===== src/rtl/display_scheduler.sv =====
// display_scheduler
//   Arbitrates the 4-digit LED display between the local calculator/keyboard
//   path and a byte received over UART from the remote peer. A received byte
//   is converted to BCD with a sequential double-dabble (one shift per cycle).
//   The result is shown for HOLD_CYCLES cycles, and then the display returns
//   to the local path.
//
// Ports
//   clk                 system clock
//   reset               asynchronous, active-high reset
//   loc_n               local digit-enable mask (bit3 = num1 ... bit0 = num4)
//   loc_num1..loc_num4  local BCD digits, num1 leftmost
//   loc_activity        one-cycle pulse on any local key event
//   rx_data             received byte, unsigned binary
//   rx_ready            one-cycle pulse, rx_data valid this cycle
//   n                   digit-enable mask to the display (registered)
//   num1..num4          BCD digits to the display (registered)
//   src                 0 = local shown, 1 = remote shown
//   conv_busy           high while the BCD conversion runs
module display_scheduler #(
  parameter int HOLD_CYCLES = 50000000,
  parameter int CNT_W       = 26
) (
  input  logic       clk,
  input  logic       reset,
  input  logic [3:0] loc_n,
  input  logic [3:0] loc_num1,
  input  logic [3:0] loc_num2,
  input  logic [3:0] loc_num3,
  input  logic [3:0] loc_num4,
  input  logic       loc_activity,
  input  logic [7:0] rx_data,
  input  logic       rx_ready,
  output logic [3:0] n,
  output logic [3:0] num1,
  output logic [3:0] num2,
  output logic [3:0] num3,
  output logic [3:0] num4,
  output logic       src,
  output logic       conv_busy
);

  localparam logic [1:0] ST_LOCAL  = 2'd0;
  localparam logic [1:0] ST_CONV   = 2'd1;
  localparam logic [1:0] ST_REMOTE = 2'd2;

  localparam logic [CNT_W-1:0] HOLD_LAST = CNT_W'(HOLD_CYCLES - 1);

  // One double-dabble step on {hundreds, tens, ones, binary}: correct every
  // BCD nibble that would overflow on doubling, then shift left.
  function automatic logic [19:0] dabble_step(input logic [19:0] s);
    logic [19:0] t;
    t = s;
    for (int i = 0; i < 3; i++) begin
      if (t[8+4*i +: 4] >= 4'd5) t[8+4*i +: 4] = t[8+4*i +: 4] + 4'd3;
    end
    return {t[18:0], 1'b0};
  endfunction

  // Leading-zero blanking. num1 is never lit for a remote byte.
  function automatic logic [3:0] blank_mask(input logic [3:0] hund,
                                            input logic [3:0] tens);
    if (hund != 4'd0)      return 4'b0111;
    else if (tens != 4'd0) return 4'b0011;
    else                   return 4'b0001;
  endfunction

  logic [1:0]       r_state;
  logic [19:0]      r_shift;
  logic [2:0]       r_step;
  logic [CNT_W-1:0] r_hold;
  logic [3:0]       r_n, r_num1, r_num2, r_num3, r_num4;
  logic             r_src, r_busy;

  logic [19:0]      w_shift_next;

  assign w_shift_next = dabble_step(r_shift);

  assign n         = r_n;
  assign num1      = r_num1;
  assign num2      = r_num2;
  assign num3      = r_num3;
  assign num4      = r_num4;
  assign src       = r_src;
  assign conv_busy = r_busy;

  always_ff @(posedge clk or posedge reset) begin
    if (reset) begin
      r_state <= ST_LOCAL;
      r_shift <= '0;
      r_step  <= '0;
      r_hold  <= '0;
      r_n     <= '0;
      r_num1  <= '0;
      r_num2  <= '0;
      r_num3  <= '0;
      r_num4  <= '0;
      r_src   <= 1'b0;
      r_busy  <= 1'b0;
    end else begin
      case (r_state)
        ST_LOCAL: begin
          if (rx_ready) begin
            // Display keeps its last local values while converting.
            r_shift <= {12'd0, rx_data};
            r_step  <= '0;
            r_busy  <= 1'b1;
            r_state <= ST_CONV;
          end else begin
            r_n    <= loc_n;
            r_num1 <= loc_num1;
            r_num2 <= loc_num2;
            r_num3 <= loc_num3;
            r_num4 <= loc_num4;
            r_src  <= 1'b0;
          end
        end

        ST_CONV: begin
          if (rx_ready) begin
            // Last byte wins: restart from step 1 on the new value.
            r_shift <= {12'd0, rx_data};
            r_step  <= '0;
          end else begin
            r_shift <= w_shift_next;
            r_step  <= r_step + 3'd1;
            if (r_step == 3'd7) begin
              r_num1  <= 4'd0;
              r_num2  <= w_shift_next[19:16];
              r_num3  <= w_shift_next[15:12];
              r_num4  <= w_shift_next[11:8];
              r_n     <= blank_mask(w_shift_next[19:16], w_shift_next[15:12]);
              r_src   <= 1'b1;
              r_busy  <= 1'b0;
              r_hold  <= '0;
              r_state <= ST_REMOTE;
            end
          end
        end

        ST_REMOTE: begin
          if (rx_ready) begin
            // Remote digits stay visible while the new byte converts.
            r_shift <= {12'd0, rx_data};
            r_step  <= '0;
            r_busy  <= 1'b1;
            r_hold  <= '0;
            r_state <= ST_CONV;
          end else if (loc_activity || (r_hold == HOLD_LAST)) begin
            r_n     <= loc_n;
            r_num1  <= loc_num1;
            r_num2  <= loc_num2;
            r_num3  <= loc_num3;
            r_num4  <= loc_num4;
            r_src   <= 1'b0;
            r_state <= ST_LOCAL;
          end else begin
            r_hold <= r_hold + 1'b1;
          end
        end

        default: r_state <= ST_LOCAL;
      endcase
    end
  end

endmodule

===== config.mk =====
export PLATFORM = sky130hd
export DESIGN_NAME = display_scheduler
export DESIGN_NICKNAME = d
export VERILOG_FILES = /design/src/rtl/display_scheduler.sv
export SDC_FILE = /design/constraint.sdc
export NUM_CORES = 1
export LEC_CHECK = 0
export CORE_MARGIN = 5
export CORE_UTILIZATION = 55
export DETAILED_ROUTE_END_ITERATION = 10
export PLACE_DENSITY = 0.79
export SLEW_MARGIN = 40
export SYNTH_ARGS = -nofsm -noshare
export SYNTH_HDL_FRONTEND = slang
export SYNTH_SLANG_ARGS = --single-unit

===== constraint.sdc =====
create_clock -name clk -period 5.15 [get_ports clk]
set_clock_uncertainty 0.05 [all_clocks]
set_input_delay 0.7725 -clock clk [delete_from_list [all_inputs] [get_ports clk]]
set_output_delay 0.7725 -clock clk [all_outputs]
set_load 0.05 [all_outputs]

==> results of run 1 <==
## cell usage after synthesis (4+ instances only)
| cell type | number | area, sq um |
|---|---|---|
| dfrtp_1 | 73 | 1827 |
| nand2_1 | 52 | 195.2 |
| a21oi_1 | 30 | 150.1 |
| inv_1 | 27 | 101.4 |
| o21ai_0 | 24 | 120.1 |
| mux2i_1 | 21 | 210.2 |
| o22ai_1 | 19 | 118.9 |
| nor2_1 | 18 | 67.56 |
| clkbuf_1 | 17 | 63.81 |
| a22o_1 | 16 | 140.1 |
| nand2b_1 | 13 | 81.33 |
| mux2_2 | 10 | 112.6 |
| mux2_4 | 10 | 150.1 |
| ha_1 | 9 | 112.6 |
| nand3_1 | 9 | 45.04 |
| nand4_1 | 8 | 50.05 |
| o31ai_1 | 7 | 52.55 |
| or4_1 | 6 | 45.04 |
| and3_1 | 5 | 31.28 |
| nor2b_1 | 5 | 31.28 |
| nor3_1 | 5 | 25.02 |
| or3_1 | 5 | 31.28 |
| xnor2_1 | 5 | 43.79 |
| a211oi_1 | 4 | 30.03 |
| and2_1 | 4 | 25.02 |
## per-stage QoR
step,area (sq um),worst slack [ns],total power (uW),utilization (%)
after floorplan,4225,2.474,1003,-
after global placement,4836,1.625,1153,63.57
after detailed placement,4836,1.522,1169,63.57
after CTS,5030,1.873,1614,66.12
after global routing,5041,1.640,1674,66.27
final,5041,1.825,1603,66.27
## placed cells by master (no fill, tap or decap), drive strengths merged, types with 6 or more instances in the layout
| cell type | Yosys | routed |
|---|---|---|
| o31ai | 7 | 7 |
| dfrtp | 73 | 73 |
| o22ai | 19 | 19 |
| clkdlybuf4s50 | 0 | 53 |
| nand2 | 52 | 52 |
| ha | 9 | 9 |
| nor2 | 18 | 18 |
| mux2i | 21 | 21 |
| nor3 | 6 | 6 |
| clkbuf | 17 | 10 |
| o21ai | 25 | 25 |
| a21oi | 30 | 30 |
| mux2 | 20 | 20 |
| buf | 5 | 7 |
| nand2b | 13 | 13 |
| or4 | 6 | 6 |
| nand3 | 9 | 9 |
| a22o | 16 | 16 |
| inv | 27 | 26 |
| nand4 | 8 | 8 |
## worst paths after layout
path,from,slack (ns),end,cells after the start
max in group asynchronous,reset,3.37,r_step[2]$_DFFE_PP0P_,3
hold / removal,num4[0]$_DFFE_PP0P_,0.46,num4[0]$_DFFE_PP0P_,1
setup reg to reg,r_hold[7]$_DFFE_PP0P_,2.45,num2[2]$_DFFE_PP0P_,6
setup / recovery,rx_ready,1.83,r_hold[2]$_DFFE_PP0P_,7
hold reg to reg,num4[0]$_DFFE_PP0P_,0.46,num4[0]$_DFFE_PP0P_,1
min in group asynchronous,reset,0.75,r_hold[6]$_DFFE_PP0P_,2
## flip-flops by register name, indices dropped and copies added, names as in the netlist
name	cells
conv_busy	1
n	4
num1	4
num2	4
num3	4
num4	4
r_hold	26
r_shift	20
r_state	2
r_step	3
src	1
## power by group
group,switching (uW),internal [uW],total [uW]
Combinational,279,186,465
Sequential,49.5,640,690
Clock,215,233,449
Total,544,1060,1600
## metal layers
metal	global-route usage, %	up-vias	part of all wire [%]
met5	0	-	0
met4	7.987	0	1.2
met3	3.805	11	4.6
met2	35.21	100	48
met1	29.65	1757	46
li1	-	1732	-
## layout make-up
type	count	area share, %
Clock inverter	5	1.117
Multi-Input combinational cell	322	43.78
Sequential cell	73	36.24
Clock buffer	10	2.730
Timing Repair Buffer	60	11.57
Inverter	27	2.035
Tap cell	102	2.532
## cell families (layout without fill, tap and decap cells)
logic type / count (synthesis) / count (layout) / share of synthesized area (%)
and+or+nand+nor: 143 / 143 / 17.80
AOI/OAI and AO/OA: 124 / 124 / 19.31
DFF: 73 / 73 / 43.23
buffers and inverters: 49 / 102 / 4.767
muxes: 41 / 41 / 11.19
adders and majority gates: 9 / 9 / 2.665
xor gates and xnor gates: 5 / 5 / 1.036
## worst register-to-register path, delay by kind of cell, from the launching register on
family / cells / cell delay [ns]
AND/OR/NAND/NOR: 2 / 0.84
flip-flops: 1 / 0.45
buffers and inverters: 1 / 0.27
AO/OA/AOI/OAI: 2 / 0.67
multiplexers: 1 / 0.30
==> impl_metrics.ini, run 1 <==
[status]
status = completed

[route]
drc = 0
viasPerCell = 6.010
drt_iter0_markers = 239
wl_per_cell_um = 16.90
drtPass1Iterations = 4
vias = 3600
routed_wl_mm = 10.12
postRouteAntennaNets = 0

[global_route]
grt_antenna_before_repair = 0
grt_util_all_layers_pct = 21.88
first_global_vias = 3493
grt_max_degree = 41
grt_first_pass_wirelength_mm = 17.22
grt-ovfl-total = 0

[flow_run]
maxCapViolations = 0

[clocking]
h-tree-depth = 3
cts-root-buf = clkbuf_8
cts_resized = 0
postCtsHoldBufs = 0
post_cts_buffers = 0
cts_max_path_buffers = 2
cts.sinks = 73
cts-buffers-inserted = 9
clk_latency_ns = 0.35
clk_pin_slew_worst_paths_ns = 0.08
tritoncts = yes

[sta]
finalCritPeriodShare_pct = 64.56
report.final.slew_viol_count = 0
slew_headroom_pct = 48.58
period_minus_slack_ns = 3.325
max_freq_mhz = 300.8
setup_violations = 0
rsz0062_at_grt = no
whs_ns = 0.4603
hold_viol_final = 0
tightest_slew_ns = 0.7699
setup_tns_ns = 0

[synthesis]
netlist_area_sq_mm = 0.004225
seq_area_frac_synth_pct = 43.23
syn_avg_cell_area_sq_um = 9.516
syn_nets = 485
ys_seq_elements = 73
synthCells = 444
synth_edf_count = 0
yosysWarnings = 0
ys_types = 54
ys_async_sr_fraction_pct = 100.0
synth_flop_cell = dfrtp_1

[power]
p_leak_uw = 0.002288
peakVddDrop_v = 0.0001571
p_per_area_mw_per_mm2 = 318.0

[finish]
antenna_cells = 0
fill_cells = 624
stdcell_count = 599
multi_input_area_sq_mm = 0.002207
nets = 534
seq_area_sq_mm = 0.001827
syn_to_final_growth_pct = 19.31
layout-drive-gt1-share_pct = 10.46

[die]
die_w_um = 97.65
rows = 32
die_area_sq_mm = 0.009536
die_y_um = 97.65
pin_count = 54
start_util_pct = 55.54
core-area_sq_mm = 0.007607

[critical_path]
crit_chain = clkdlybuf4s50_1, buf_4, nor2_1, a31oi_1, a211oi_2, a21oi_1, a31o_2
cp.required_ns = 5.34
cpPeakStageDelay_ns = 0.70
cp-end-kind = register
critPathLaunchType = primary input
worst_path_max_delay_cell = a211oi_2
cp.buffers_inverters = 2
crit_fanout = 14
setup.worst_path.class = in -> reg
cp_top_family = compound AO/OA/AOI/OAI gates
arrival_ns = 3.51

[placement]
gp_congestion = 0.8381
io_buffer_count = 53
dp_hpwl_mm = 7.025
post-place-cells = 584

[hold_path]
worstHoldPathType = reg -> reg
No activity file was read; power rests on OpenSTA's default activity.
==> inputs of run 2 (changes only) <==
- CORE_UTILIZATION: 55 -> 50
- PLACE_DENSITY: 0.79 -> 0.76
- clock period: 5.15 -> 2.8 ns (I/O delays scaled with it)
==> run 2 against run 1 <==
Register-to-register slack got worse by 2.0 ns; critical path depth decreased by 1; sequential share of layout area decreased by 0.25 points; critical endpoint is now num3[1]$_DFFE_PP0P_; core utilization decreased by 4.5 points; non-clock buffer count increased by 9; flip-flop and latch count unchanged; clock power increased by 57%; combinational power increased by 86%.
==> impl_metrics.ini, run 2 (same netlist as run 1, synthesis figures left out) <==
[status]
status = completed

[route]
routed_wl_mm = 10.23
drt_iter0_markers = 278
drtPass1Iterations = 5
viasPerCell = 5.933
postRouteAntennaNets = 0
vias = 3631
drc = 0
wl_per_cell_um = 16.71

[clocking]
tritoncts = yes
cts_resized = 0
cts.sinks = 73
cts-root-buf = clkbuf_8
cts_max_path_buffers = 2
h-tree-depth = 3
post_cts_buffers = 0
postCtsHoldBufs = 0
clk_latency_ns = 0.35
clk_pin_slew_worst_paths_ns = 0.08
cts-buffers-inserted = 9

[critical_path]
cp-end-kind = register
setup.worst_path.class = reg -> reg
crit_fanout = 20
cp.required_ns = 2.98
arrival_ns = 2.57
critPathLaunchType = register
reg2reg_depth = 6
reg2reg_setup_slack_ns = 0.40

[power]
power_uw = 2835
clkPwrFrac_pct = 24.8
p_per_area_mw_per_mm2 = 558.6
comb_power_share_pct = 30.4
swShare_pct = 34.97
peakVddDrop_v = 0.0002202
p_seq_share_pct = 44.8
p_sw_uw = 991.5
p_leak_uw = 0.002309
p_int_uw = 1844

[finish]
nets = 543
final_common_cell = dfrtp_1
largest_reg_flops = 26
stdcell_count = 612
largest_register = r_hold
top_regs = r_hold x26, r_shift x20
layout-drive-gt1-share_pct = 10.65
postLayoutCellArea_sq_mm = 0.005076
antenna_cells = 0
syn_to_final_growth_pct = 20.14
finalCoreUtilization_pct = 61.78
mostFrequentLayoutCells = dfrtp_1, clkdlybuf4s50_1, nand2_1

[placement]
post-place-cells = 596
dp_hpwl_mm = 7.289
place_area_sq_mm = 0.004920
gp_congestion = 0.8753
io_buffer_count = 53

[global_route]
grt_max_degree = 60
grt_util_all_layers_pct = 20.83
grt-ovfl-total = 0
grt_antenna_before_repair = 0
first_global_vias = 3625
grt_first_pass_wirelength_mm = 17.42

[die]
start_util_pct = 51.42
die_w_um = 101.9
die_y_um = 101.9
die_area_sq_mm = 0.01039
core-area_sq_mm = 0.008217
pin_count = 54
rows = 33

[sta]
max_freq_mhz = 416.9
report.final.slew_viol_count = 0
period_minus_slack_ns = 2.399
slew_headroom_pct = 64.52
tightest_slew_ns = 0.5305
rsz0062_at_grt = no
finalCritPeriodShare_pct = 85.66
hold_viol_final = 0
setup_violations = 0
setup_tns_ns = 0

[hold_path]
worstHoldPathType = in -> async

[flow_run]
maxCapViolations = 0
[run 2: final cells by class]
class / instances / area (sq um)
Tap cell: 105 / 131.4
Clock buffer: 13 / 138.9
Clock inverter: 3 / 17.52
Multi-Input combinational cell: 322 / 2197
Inverter: 27 / 101.3
Fill cell: 722 / 3141
Timing Repair Buffer: 69 / 663.1
Sequential cell: 73 / 1827
[run 2: routing by layer]
layer | vias up | wire length (um) | global-route usage, %
met1 | 1750 | 4706 | 28.50
met2 | 122 | 4766 | 33.90
met3 | 22 | 543 | 2.867
li1 | 1737 | - | -
met5 | - | 0 | 0
met4 | 0 | 210 | 7.770
[run 2: worst max-delay path, stage by stage (launching register included)]
cell     delay [ns]
dfrtp_1        0.44
or4b_4         0.58
nor3_4         0.20
a21oi_1        0.13
a221o_1        0.30
buf_4          0.24
mux2_4         0.33
[run 2: path summary, 6_finish.rpt]
check                                        from                      to
setup / recovery           r_hold[11]$_DFFE_PP0P_     num3[1]$_DFFE_PP0P_
hold / removal                              reset   r_hold[0]$_DFFE_PP0P_
setup reg to reg           r_hold[11]$_DFFE_PP0P_     num3[1]$_DFFE_PP0P_
hold reg to reg               num3[1]$_DFFE_PP0P_     num3[1]$_DFFE_PP0P_
max in group asynchronous                   reset  r_hold[15]$_DFFE_PP0P_
min in group clk              num3[1]$_DFFE_PP0P_     num3[1]$_DFFE_PP0P_
[run 2: stage by stage]
stage / setup WS (ns) / hold slack, ns
after floorplan: 0.4767 / 0.4393
after global placement: 0.4773 / 0.4472
after detailed placement: 0.3908 / 0.4498
after CTS: 0.3914 / 0.3219
after global routing: 0.3060 / 0.3506
final: 0.4014 / 0.3183
[run 2: power groups by stage]
stage / combinational (uW) / clock, uW / sequential, uW
3_3_place_gp: 847 / 0 / 1280
5_1_grt: 922 / 759 / 1290
3_5_place_dp: 870 / 0 / 1290
4_1_cts: 872 / 708 / 1270
6_report: 863 / 703 / 1270
2_1_floorplan: 266 / 0 / 1580
==> inputs of run 3 (changes only) <==
- CAP_MARGIN: not set -> 20
- REMOVE_ABC_BUFFERS: not set -> 1
==> run 3 against run 2 <==
Combinational power fell by 0.8%; flip-flop and latch count did not move; design area fell by 0.12%; global-route usage fell by 1.0 points; wire length fell by 3.0%; clock power rose by 6.5%; sequential power barely moved; register-to-register slack got worse by 0.08 ns; count of clock-buffer cells in the layout did not move; critical endpoint is now r_hold[5]$_DFFE_PP0P_.
==> impl_metrics.ini, run 3 (same netlist as run 1, synthesis figures left out) <==
[power]
p_sw_uw = 983.2
p_seq_share_pct = 44.1
p_int_uw = 1890
power_uw = 2873
comb_power_share_pct = 29.8
clkPwrFrac_pct = 26.1
p_per_area_mw_per_mm2 = 566.7
peakVddDrop_v = 0.0003423
swShare_pct = 34.22
p_leak_uw = 0.002306

[global_route]
grt_util_all_layers_pct = 19.82
grt_first_pass_wirelength_mm = 16.48
grt_max_degree = 50
grt-ovfl-total = 0
first_global_vias = 3444
grt_antenna_before_repair = 0

[clocking]
h-tree-depth = 3
tritoncts = yes
clk_latency_ns = 0.35
post_cts_buffers = 0
cts-buffers-inserted = 9
cts-root-buf = clkbuf_8
clk_pin_slew_worst_paths_ns = 0.08
postCtsHoldBufs = 0
cts_resized = 0
cts_max_path_buffers = 2
cts.sinks = 73

[sta]
max_freq_mhz = 403.1
finalCritPeriodShare_pct = 88.61
setup_violations = 0
period_minus_slack_ns = 2.481
setup_tns_ns = 0
tightest_slew_ns = 0.7005
rsz0062_at_grt = no
hold_viol_final = 0
report.final.slew_viol_count = 0
slew_headroom_pct = 53.30

[placement]
io_buffer_count = 53
gp_congestion = 0.8606
dp_hpwl_mm = 6.970
post-place-cells = 593

[critical_path]
cp.buffers_inverters = 2
setup.worst_path.class = reg -> reg
critPathLaunchType = register
arrival_ns = 2.70
worst_path_max_delay_cell = dfrtp_1
cp-end-kind = register
crit_fanout = 19
cp.required_ns = 3.02
crit_chain = inv_1, nor3_1, o21ai_1, buf_4, or4_1, a21oi_1
cpPeakStageDelay_ns = 0.58
cp_top_family = simple AND/OR/NAND/NOR gates

[finish]
antenna_cells = 0
layout-drive-gt1-share_pct = 10.34
fill_cells = 704
stdcell_count = 608
top_regs = r_hold x26, r_shift x20
largest_reg_flops = 26
nets = 540
largest_register = r_hold
final_common_cell = dfrtp_1
syn_to_final_growth_pct = 19.99
mostFrequentLayoutCells = dfrtp_1, clkdlybuf4s50_1, nand2_1

[route]
drt_iter0_markers = 174
drc = 0
viasPerCell = 5.773
wl_per_cell_um = 16.31
routed_wl_mm = 9.914
postRouteAntennaNets = 0
drtPass1Iterations = 5
vias = 3510

[die]
pin_count = 54
rows = 33
die_w_um = 101.9
start_util_pct = 51.42
die_area_sq_mm = 0.01039
core-area_sq_mm = 0.008217
die_y_um = 101.9

[status]
status = completed

[hold_path]
worstHoldPathType = in -> async

[flow_run]
maxCapViolations = 0
run 3: layer usage:
metal / up-vias / track usage (%) / part of all wire (%)
met5: - / 0 / 0
met4: 0 / 6.054 / 1.2
met3: 14 / 4.846 / 5.3
met2: 75 / 31.89 / 48
met1: 1685 / 26.63 / 45
li1: 1736 / - / -
run 3: power groups by stage:
stage | registers (uW) | clock network, uW | logic, uW
floorplan | 1580 | 0 | 253
global placement | 1280 | 0 | 844
detailed placement | 1290 | 0 | 864
global route | 1290 | 809 | 911
finish | 1270 | 749 | 856
CTS | 1270 | 772 | 866
run 3: worst paths after layout:
check	slack, ns	to	depth (start not counted)	startpoint
setup / recovery	0.32	r_hold[5]$_DFFE_PP0P_	6	r_state[1]$_DFFE_PP0P_
setup reg to reg	0.32	r_hold[5]$_DFFE_PP0P_	6	r_state[1]$_DFFE_PP0P_
max in group asynchronous	1.65	r_hold[6]$_DFFE_PP0P_	3	reset
hold reg to reg	0.46	num3[0]$_DFFE_PP0P_	1	num3[0]$_DFFE_PP0P_
hold / removal	0.39	num1[0]$_DFFE_PP0P_	2	reset
min in group clk	0.46	num3[0]$_DFFE_PP0P_	1	num3[0]$_DFFE_PP0P_
run 3: through the flow:
stage	utilization [%]	setup WS, ns	hold slack (ns)	cell area [sq um]
global placement	59.60	0.4008	0.4453	4897
detailed placement	59.60	0.3647	0.4453	4897
finish	61.70	0.3190	0.3877	5070
global route	61.70	0.1546	0.4523	5070
floorplan	-	0.3092	0.4331	4125
CTS	61.70	0.3480	0.4070	5070
run 3: cell type report:
class                   count  area, sq um  area share (%)
multi-input cells         322         2197           43.34
well taps                 105        131.4           2.591
clock buffers              13        158.9           3.134
clock inverters             2        13.76          0.2715
flip-flops and latches     73         1827           36.03
repair buffers             66        640.6           12.64
inverters                  27        101.3           1.999
